**src/rtl/core_if_pkg.sv**
```systemverilog
// Shared core definitions used by the instruction-fetch stage: word types,
// the NOP opcode, the fetch bubble encoding and the fetch FSM/FIFO types.
package core_if_pkg;

  typedef logic [31:0] addr_t;
  typedef logic [31:0] instr_t;

  localparam logic [5:0]  OPCODE_NOP    = 6'h00;
  localparam logic [25:0] IF_BUBBLE_TAG = 26'd2;
  // Tag 2 keeps fetch bubbles distinct from reset NOPs (0) and decode flush NOPs (1).
  localparam instr_t      IF_BUBBLE     = {OPCODE_NOP, IF_BUBBLE_TAG};

  typedef enum logic [1:0] {
    IDLE    = 2'd0,
    WAIT    = 2'd1,
    DISCARD = 2'd2
  } fetch_state_e;

  typedef struct packed {
    addr_t  pc;
    instr_t instr;
  } fetch_entry_t;

  function automatic addr_t word_align(input addr_t a);
    return a & ~32'h0000_0003;
  endfunction

endpackage

```
**src/rtl/core_if_fifo.sv**
```systemverilog
// Prefetch buffer of {pc, instr} pairs; clear wins over push/pop in the same cycle.
module core_if_fifo
  import core_if_pkg::*;
#(
  parameter int DEPTH = 2
) (
  input  logic                    clk,
  input  logic                    rst,
  input  logic                    clear,
  input  logic                    push,
  input  logic                    pop,
  input  fetch_entry_t            push_data,
  output fetch_entry_t            head,
  output logic [$clog2(DEPTH):0]  count
);

  localparam int AW = $clog2(DEPTH);
  localparam int CW = AW + 1;
  localparam logic [CW-1:0] FULL = CW'(DEPTH);

  fetch_entry_t  mem [DEPTH];
  logic [AW-1:0] rd_ptr;
  logic [AW-1:0] wr_ptr;

  assign head = mem[rd_ptr];

  always_ff @(posedge clk or negedge rst) begin
    if (!rst) begin
      rd_ptr <= '0;
      wr_ptr <= '0;
      count  <= '0;
    end else if (clear) begin
      rd_ptr <= '0;
      wr_ptr <= '0;
      count  <= '0;
    end else begin
      // The fetch FSM only requests when there is room, so a full push is a design bug.
      assert (!push || count != FULL);
      if (push) wr_ptr <= wr_ptr + AW'(1);
      if (pop)  rd_ptr <= rd_ptr + AW'(1);
      case ({push, pop})
        2'b10:   count <= count + CW'(1);
        2'b01:   count <= count - CW'(1);
        default: count <= count;
      endcase
    end
  end

  always_ff @(posedge clk) begin
    if (push && !clear) mem[wr_ptr] <= push_data;
  end

endmodule

```
**src/rtl/core_if.sv**
```systemverilog
// Instruction-fetch stage: single-outstanding imem reads, prefetch FIFO and the
// {pc, instr} output register feeding decode, with halt and redirect handling.
module core_if
  import core_if_pkg::*;
#(
  parameter addr_t RESET_PC   = 32'h0000_0000,
  parameter int    FIFO_DEPTH = 2
) (
  input  logic   clk,
  input  logic   rst,
  input  logic   id_halt,
  input  logic   redirect,
  input  addr_t  redirect_pc,
  output logic   imem_req,
  output addr_t  imem_addr,
  input  logic   imem_ack,
  input  instr_t imem_rdata,
  output addr_t  if_pc,
  output instr_t if_instr,
  output logic   if_valid
);

  localparam int CW = $clog2(FIFO_DEPTH) + 1;
  localparam logic [CW-1:0] FULL = CW'(FIFO_DEPTH);

  fetch_state_e  state;
  fetch_state_e  state_next;
  addr_t         fetch_pc;
  addr_t         req_addr;
  logic          issue;
  logic          ack_take;
  logic          fifo_push;
  logic          fifo_pop;
  logic          fifo_empty;
  logic [CW-1:0] fifo_count;
  fetch_entry_t  fifo_head;

  always_ff @(posedge clk or negedge rst) begin
    if (!rst) state <= IDLE;
    else      state <= state_next;
  end

  // ack_take: returned word is architecturally useful (not dropped by a redirect).
  always_comb begin
    state_next = state;
    issue      = 1'b0;
    ack_take   = 1'b0;
    case (state)
      IDLE: begin
        if (!redirect && fifo_count < FULL) begin
          issue      = 1'b1;
          state_next = WAIT;
        end
      end
      WAIT: begin
        if (imem_ack) begin
          ack_take   = !redirect;
          state_next = IDLE;
        end else if (redirect) begin
          state_next = DISCARD;
        end
      end
      DISCARD: begin
        if (imem_ack) state_next = IDLE;
      end
      default: state_next = IDLE;
    endcase
  end

  assign imem_req   = (state != IDLE);
  assign imem_addr  = req_addr;
  assign fifo_empty = (fifo_count == '0);
  assign fifo_pop   = !redirect && !id_halt && !fifo_empty;
  // With an empty FIFO and no halt the word bypasses straight to the outputs.
  assign fifo_push  = ack_take && (id_halt || !fifo_empty);

  core_if_fifo #(
    .DEPTH (FIFO_DEPTH)
  ) u_fifo (
    .clk       (clk),
    .rst       (rst),
    .clear     (redirect),
    .push      (fifo_push),
    .pop       (fifo_pop),
    .push_data ('{pc: req_addr, instr: imem_rdata}),
    .head      (fifo_head),
    .count     (fifo_count)
  );

  always_ff @(posedge clk or negedge rst) begin
    if (!rst) begin
      fetch_pc <= RESET_PC;
      req_addr <= RESET_PC;
    end else begin
      if (redirect)      fetch_pc <= word_align(redirect_pc);
      else if (ack_take) fetch_pc <= fetch_pc + 32'd4;
      if (issue)         req_addr <= fetch_pc;
    end
  end

  always_ff @(posedge clk or negedge rst) begin
    if (!rst) begin
      if_pc    <= RESET_PC;
      if_instr <= IF_BUBBLE;
      if_valid <= 1'b0;
    end else if (redirect) begin
      if_instr <= IF_BUBBLE;
      if_valid <= 1'b0;
    end else if (id_halt) begin
      if_valid <= if_valid;
    end else if (!fifo_empty) begin
      if_pc    <= fifo_head.pc;
      if_instr <= fifo_head.instr;
      if_valid <= 1'b1;
    end else if (ack_take) begin
      if_pc    <= req_addr;
      if_instr <= imem_rdata;
      if_valid <= 1'b1;
    end else begin
      if_instr <= IF_BUBBLE;
      if_valid <= 1'b0;
    end
  end

endmodule

```
**config.mk**
```make
export PLATFORM = sky130hd
export DESIGN_NAME = core_if
export DESIGN_NICKNAME = d
export VERILOG_FILES = /design/src/rtl/core_if_pkg.sv /design/src/rtl/core_if_fifo.sv /design/src/rtl/core_if.sv
export SDC_FILE = /design/constraint.sdc
export NUM_CORES = 1
export LEC_CHECK = 0
export ABC_AREA = 1
export BUFFER_PORTS_ARGS = -buffer_cell sky130_fd_sc_hd__buf_2
export CORE_MARGIN = 2
export CORE_UTILIZATION = 35
export DETAILED_ROUTE_END_ITERATION = 16
export PLACE_DENSITY_LB_ADDON = 0.3
export SYNTH_ARGS = -nofsm -noshare
export SYNTH_HDL_FRONTEND = slang
export SYNTH_HIERARCHICAL = 1
export SYNTH_SLANG_ARGS = --single-unit
```
**constraint.sdc**
```tcl
create_clock -name clk -period 4.1 [get_ports clk]
set_input_delay 0.41 -clock clk [delete_from_list [all_inputs] [get_ports clk]]
set_output_delay 0.41 -clock clk [all_outputs]
set_load 0.01 [all_outputs]
```
== Yosys cells after proc, flatten, opt, wreduce, memory -nomap -nowiden ==
Memory sizes are Yosys's and may differ from the RTL's.
Index checks and enable logic that the tools add are counted.
Word-level totals
  output and inout port bits: 98
  memories kept: 1
  RAM bits: 128
  register bits: 135
  bits of input ports: 69
  word-level logic and storage cells: 74
Memories
  u_fifo.mem: depth 2, width 64, rd ports 1, clocked after Yosys merged registers in 0, wr ports 1, line core_if_fifo.sv:21  | fetch_entry_t mem [DEPTH];
Operators by class
  bitwise gates (word level): 2
  add/subtract/negate cells: 5
  reduce and logical (&&, ||, !) cells: 18
  equality and inequality tests: 9
  order comparisons: 1
  mux-type cells: 29
Operators by type and width (number)
  32-bit 2-to-1 mux: 8
  32-bit by 3-bit adder with 32-bit output, second input constant: 1
  1-bit 2-to-1 mux: 14
  2-bit 2-to-1 mux: 5
  2-bit nonzero test: 4
  2-bit != test, second input constant: 3
  2-bit one-hot mux with 3 select lines: 1
  3-bit AND reduction: 2
  1-bit logical AND: 5
  2-bit by 1-bit == test with 1-bit output, second input constant: 2
  2-bit == test, second input constant: 2
  2-bit logical NOT: 2
  2-bit one-hot mux with 2 select lines: 1
  1-bit logical NOT: 3
  3-bit != test, second input constant: 1
  3-bit nonzero test: 1
  1-bit adder, second input constant: 2
  2-bit by 1-bit adder with 2-bit output, second input constant: 1
  2-bit less-than comparator, second input constant: 1
  2-bit by 1-bit != test with 1-bit output, second input constant: 1
  1-bit NOT: 2
  2-bit by 1-bit subtractor with 2-bit output, second input constant: 1
  1-bit logical OR: 1

== Longest topological paths before layout ==
  word-level depth: 7
  depth in mapped cells: 10
  mapped depth without buffers: 10

== Cells and area by module ==
Netlist, hierarchy kept.
Modules (own cells, without submodules)
  core_if: cells an instance 808, times used 1, sequential area each 3179.3 um2, area each 6487.5 um2
  core_if_fifo: cells an instance 228, times used 1, sequential area each 3943.8 um2, area each 4979.8 um2

== Worst setup path before layout ==
Ideal clock, no wire load.
  path kind: register -> register
  from: reg u_fifo.count[0]
  to: mem u_fifo/mem[0][0] (netlist name), enable pin
  library setup time: 0.486 ns
  arrival: 3.852 ns
  setup slack: -0.238 ns
  clock period less this slack: 4.338 ns
  stages on the path, launching flop included: 8
  path buffers: 1
  required time: 3.614 ns
  cell sequence: dfrtp_1 -> nor2_4 -> inv_2 -> clkbuf_1 -> nor2_1 -> nor2_1 -> nand2_1 -> nor2_1
On the way
  longest elaborated chain between the ends: 7
Ends and longest elaborated chain
  start: declaration: line core_if_fifo.sv:14  | output logic [$clog2(DEPTH):0] count
  start signal: assignment: line core_if_fifo.sv:42  | 2'b10: count <= count + CW'(1);
  start signal: assignment: line core_if_fifo.sv:43  | 2'b01: count <= count - CW'(1);
  start signal: assignment: line core_if_fifo.sv:44  | default: count <= count;
  2-bit logical NOT: line core_if.sv:72  | assign fifo_empty = (fifo_count == '0);
  1-bit logical NOT
  1-bit logical OR: line core_if.sv:75  | assign fifo_push = ack_take && (id_halt || !fifo_empty);
  1-bit logical AND: line core_if.sv:75
  via fifo_push: line core_if.sv:32  | logic fifo_push;
  1-bit logical AND: line core_if_fifo.sv:50  | if (push && !clear) mem[wr_ptr] <= push_data;
  1-bit 2-to-1 mux: line core_if_fifo.sv:50
  1-bit 2-to-1 mux (not written as such): line core_if_fifo.sv:50
  end: declaration: line core_if_fifo.sv:21
The timed path passes the listed nets, and every way through them passes these cells.

== Worst setup path after layout ==
  from: reg u_fifo.count[0]
  to: mem u_fifo/mem[0][30] (netlist name), enable pin
The elaborated chain is that of the path after synthesis.

==> impl_metrics.env <==
export IMPL_multiInputGateArea_mm2=0.003840
export IMPL_synth_top_area_cell="edfxtp_1"
export IMPL_antenna_found_initial=0
export IMPL_min_period_ns=2.836
export IMPL_synth_top_cell_area_share=0.3352
export IMPL_grt_usage=0.1643
export IMPL_fin_nets=1268
export IMPL_ios=167
export IMPL_diodes=0
export IMPL_setup_tns_final_ns=0
export IMPL_wire_per_inst_um=16.87
export IMPL_powerDensity_mw_per_mm2=569.8
export IMPL_ys_seq_area_frac=0.6212
export IMPL_fin_crit_sh=0.6918
export IMPL_grt_overflow=0
export IMPL_clock_sinks=259
export IMPL_drt_wl_total_um=28080
export IMPL_synthCells=1036
export IMPL_yosys_top_cells_area="edfxtp_1, dfrtp_1, nand2_1"
export IMPL_first_pass_iters=6
export IMPL_portBuffers=162
export IMPL_first_global_vias=7669
export IMPL_grt_pass1_wl_um=43660
export IMPL_fin_area_mm2=0.01375
export IMPL_finalHoldViolCount=0
export IMPL_setup_viol=0
export IMPL_status="completed"
export IMPL_hold_path_class="input pin to flip-flop"
export IMPL_slew_headroom=0.2005
export IMPL_dr_first_iter_drc_count=559
export IMPL_cts_buffers=31
export IMPL_endpoint_kind="flip-flop"
export IMPL_path_clk_slew_ns=0.06
export IMPL_cts_root_buffer="clkbuf_16"
export IMPL_postCtsSetupBuffers=0
export IMPL_dpl_instance_area_mm2=0.01265
export IMPL_leakagePower_uw=0.005830
export IMPL_final_util=0.4249
export IMPL_htreeDepth=1
export IMPL_num_vias=8018
export IMPL_drive_gt1_frac=0.2837
export IMPL_cp_data_required_time_ns=4.30
export IMPL_via_per_inst=4.816
export IMPL_cts_tree="built"
export IMPL_die_area_mm2=0.03423
export IMPL_ff_latch_area_mm2=0.007127
export IMPL_synth_most_common_cell="nand2_1"
export IMPL_drcViolationCount=0
export IMPL_p_sw_uw=2325
export IMPL_synth_cell_type_count=41
export IMPL_max_cap_violations=0
export IMPL_path_max_fanout=33
export IMPL_drv_slew=0
export IMPL_synth_common_cells="nand2_1, dfrtp_1, edfxtp_1, nand3_1, nor2_1"
export IMPL_p_int_uw=5513
export IMPL_synth_seq_cells=259
export IMPL_synthesis_area_mm2=0.01147
export IMPL_area_growth_pct=19.95
export IMPL_place_congestion=0.9049
export IMPL_startpoint_type="flip-flop"
export IMPL_tightest_slew_ns=1.199
export IMPL_critical_path_class="flip-flop to flip-flop"
export IMPL_rsz0062_at_grt="no"
export IMPL_crit_arrival_ns=3.04
export IMPL_power_frac_clock=0.364
export IMPL_die_w_um=185.0
export IMPL_async_flop_share=0.5058
export IMPL_p_seq_frac=0.454
export IMPL_ys_flop_type="dfrtp_1"
export IMPL_fmax_ghz=0.3526
export IMPL_cts_buffer_depth=3
export IMPL_synth_edff_count=128
export IMPL_fp_row_count=66
export IMPL_hpwl_um=18600
export IMPL_vdd_drop_max_v=0.0003594
export IMPL_avgSynthCellArea_um2=11.07
export IMPL_clock_latency_ns=0.54
export IMPL_grt_max_degree=81
export IMPL_ant_nets=0
export IMPL_core_mm2=0.03237
export IMPL_start_util=0.3542
export IMPL_combPwrFrac=0.182
export IMPL_finClkSkew_ns=0.01350
export IMPL_synth_warnings=6
export IMPL_power_share_switching=0.2966
export IMPL_die_height_um=185.0
export IMPL_fillers=3137
-- cells in the final DEF, fill, tap and decap left out, types with 3 or more instances in the layout --
cell,count
nand3_1,77
mux2_4,38
nor2_2,14
o211ai_1,7
buf_4,11
bufinv_16,5
o21ai_0,42
o21bai_1,3
clkbuf_16,32
inv_1,52
a31oi_1,20
clkinv_2,6
xor2_1,6
inv_2,8
conb_1,6
a21oi_1,7
clkbuf_1,4
nor2_1,62
a31oi_2,10
clkinvlp_4,5
nand4_1,37
edfxtp_1,128
nand2_2,6
o21ai_1,3
buf_2,161
mux2_2,26
nor2_4,11
dfrtp_1,129
nand2_1,278
-- through the flow --
| step | hold WS (ns) | std cells | worst slack (ns) | power (µW) |
|---|---|---|---|---|
| detailed placement | 0.4778 | 1606 | 1.197 | 5068 |
| floorplan | 0.1144 | 1041 | -0.2380 | 4368 |
| global route | 0.04290 | 1665 | 0.9752 | 8266 |
| finish | 0.06608 | 1665 | 1.264 | 7838 |
| CTS | 0.04042 | 1665 | 1.182 | 7956 |
| global placement | 0.4605 | 1606 | 1.263 | 5037 |
-- worst paths after layout --
kind                                 start                 to  slack, ns  cells past startpoint
min                        redirect_pc[12]       fetch_pc[12]       0.07                      3
min in group asynchronous              rst        if_instr[2]       0.46                      2
min reg2reg                    if_instr[8]        if_instr[8]       0.49                      2
max in group asynchronous              rst      imem_addr[17]       2.66                      3
max                        u_fifo/count[0]  u_fifo/mem[0][30]       1.26                      7
max reg2reg                u_fifo/count[0]  u_fifo/mem[0][30]       1.26                      7
-- critical path, stage by stage (launching register included) --
cell	delay [ns]
dfrtp_1	0.42
nor2_4	0.05
inv_2	0.49
nor2_1	0.08
nor2_1	0.23
nand2_1	0.19
nor2_4	0.53
buf_4	0.46
-- power by group through the flow --
| stage | logic, µW | registers, µW | clock network [µW] |
|---|---|---|---|
| floorplan | 751 | 3620 | 0 |
| global placement | 1430 | 3610 | 0 |
| detailed placement | 1450 | 3620 | 0 |
| CTS | 1450 | 3570 | 2930 |
| global route | 1600 | 3620 | 3040 |
| finish | 1430 | 3560 | 2850 |
-- logic make-up after synthesis --
group | after synthesis | synth area share
and+or+nand+nor | 492 | 0.1923
DFF | 259 | 0.6212
buffers and inverters | 111 | 0.04692
AOI/OAI and AO/OA | 100 | 0.05663
muxes | 65 | 0.07627
xor gates and xnor gates | 7 | 0.005347
adders and majority gates | 1 | 0.001091
other | 1 | 0.0003270
-- cell type report --
class / count / share of cell area
flip-flops and latches: 259 / 0.5181
multi-input cells: 671 / 0.2792
repair buffers: 174 / 0.06613
clock buffers: 38 / 0.06131
well taps: 442 / 0.04021
clock inverters: 20 / 0.01801
inverters: 61 / 0.01701
-- routing by layer --
layer | GRT usage | vias up | share of wire
met5 | 0 | - | 0
met4 | 0.02984 | 0 | 0.014
met3 | 0.02595 | 32 | 0.061
met2 | 0.2584 | 230 | 0.45
met1 | 0.2419 | 3885 | 0.48
li1 | - | 3871 | -
-- flip-flops by register name, summed over array words and instances (netlist names), 2 cells and up --
signal	cells
state	2
u_fifo/mem	128
if_pc	32
imem_addr	30
if_instr	32
u_fifo/count	2
fetch_pc	30
-- timing repair --
| action | 4_1_cts | 5_1_grt |
|---|---|---|
| endpoints found under the hold margin | 77 | 0 |
| hold buffers | 1 | 0 |
| resized for setup | 0 | 0 |
(Power assumes the default switching activity.)
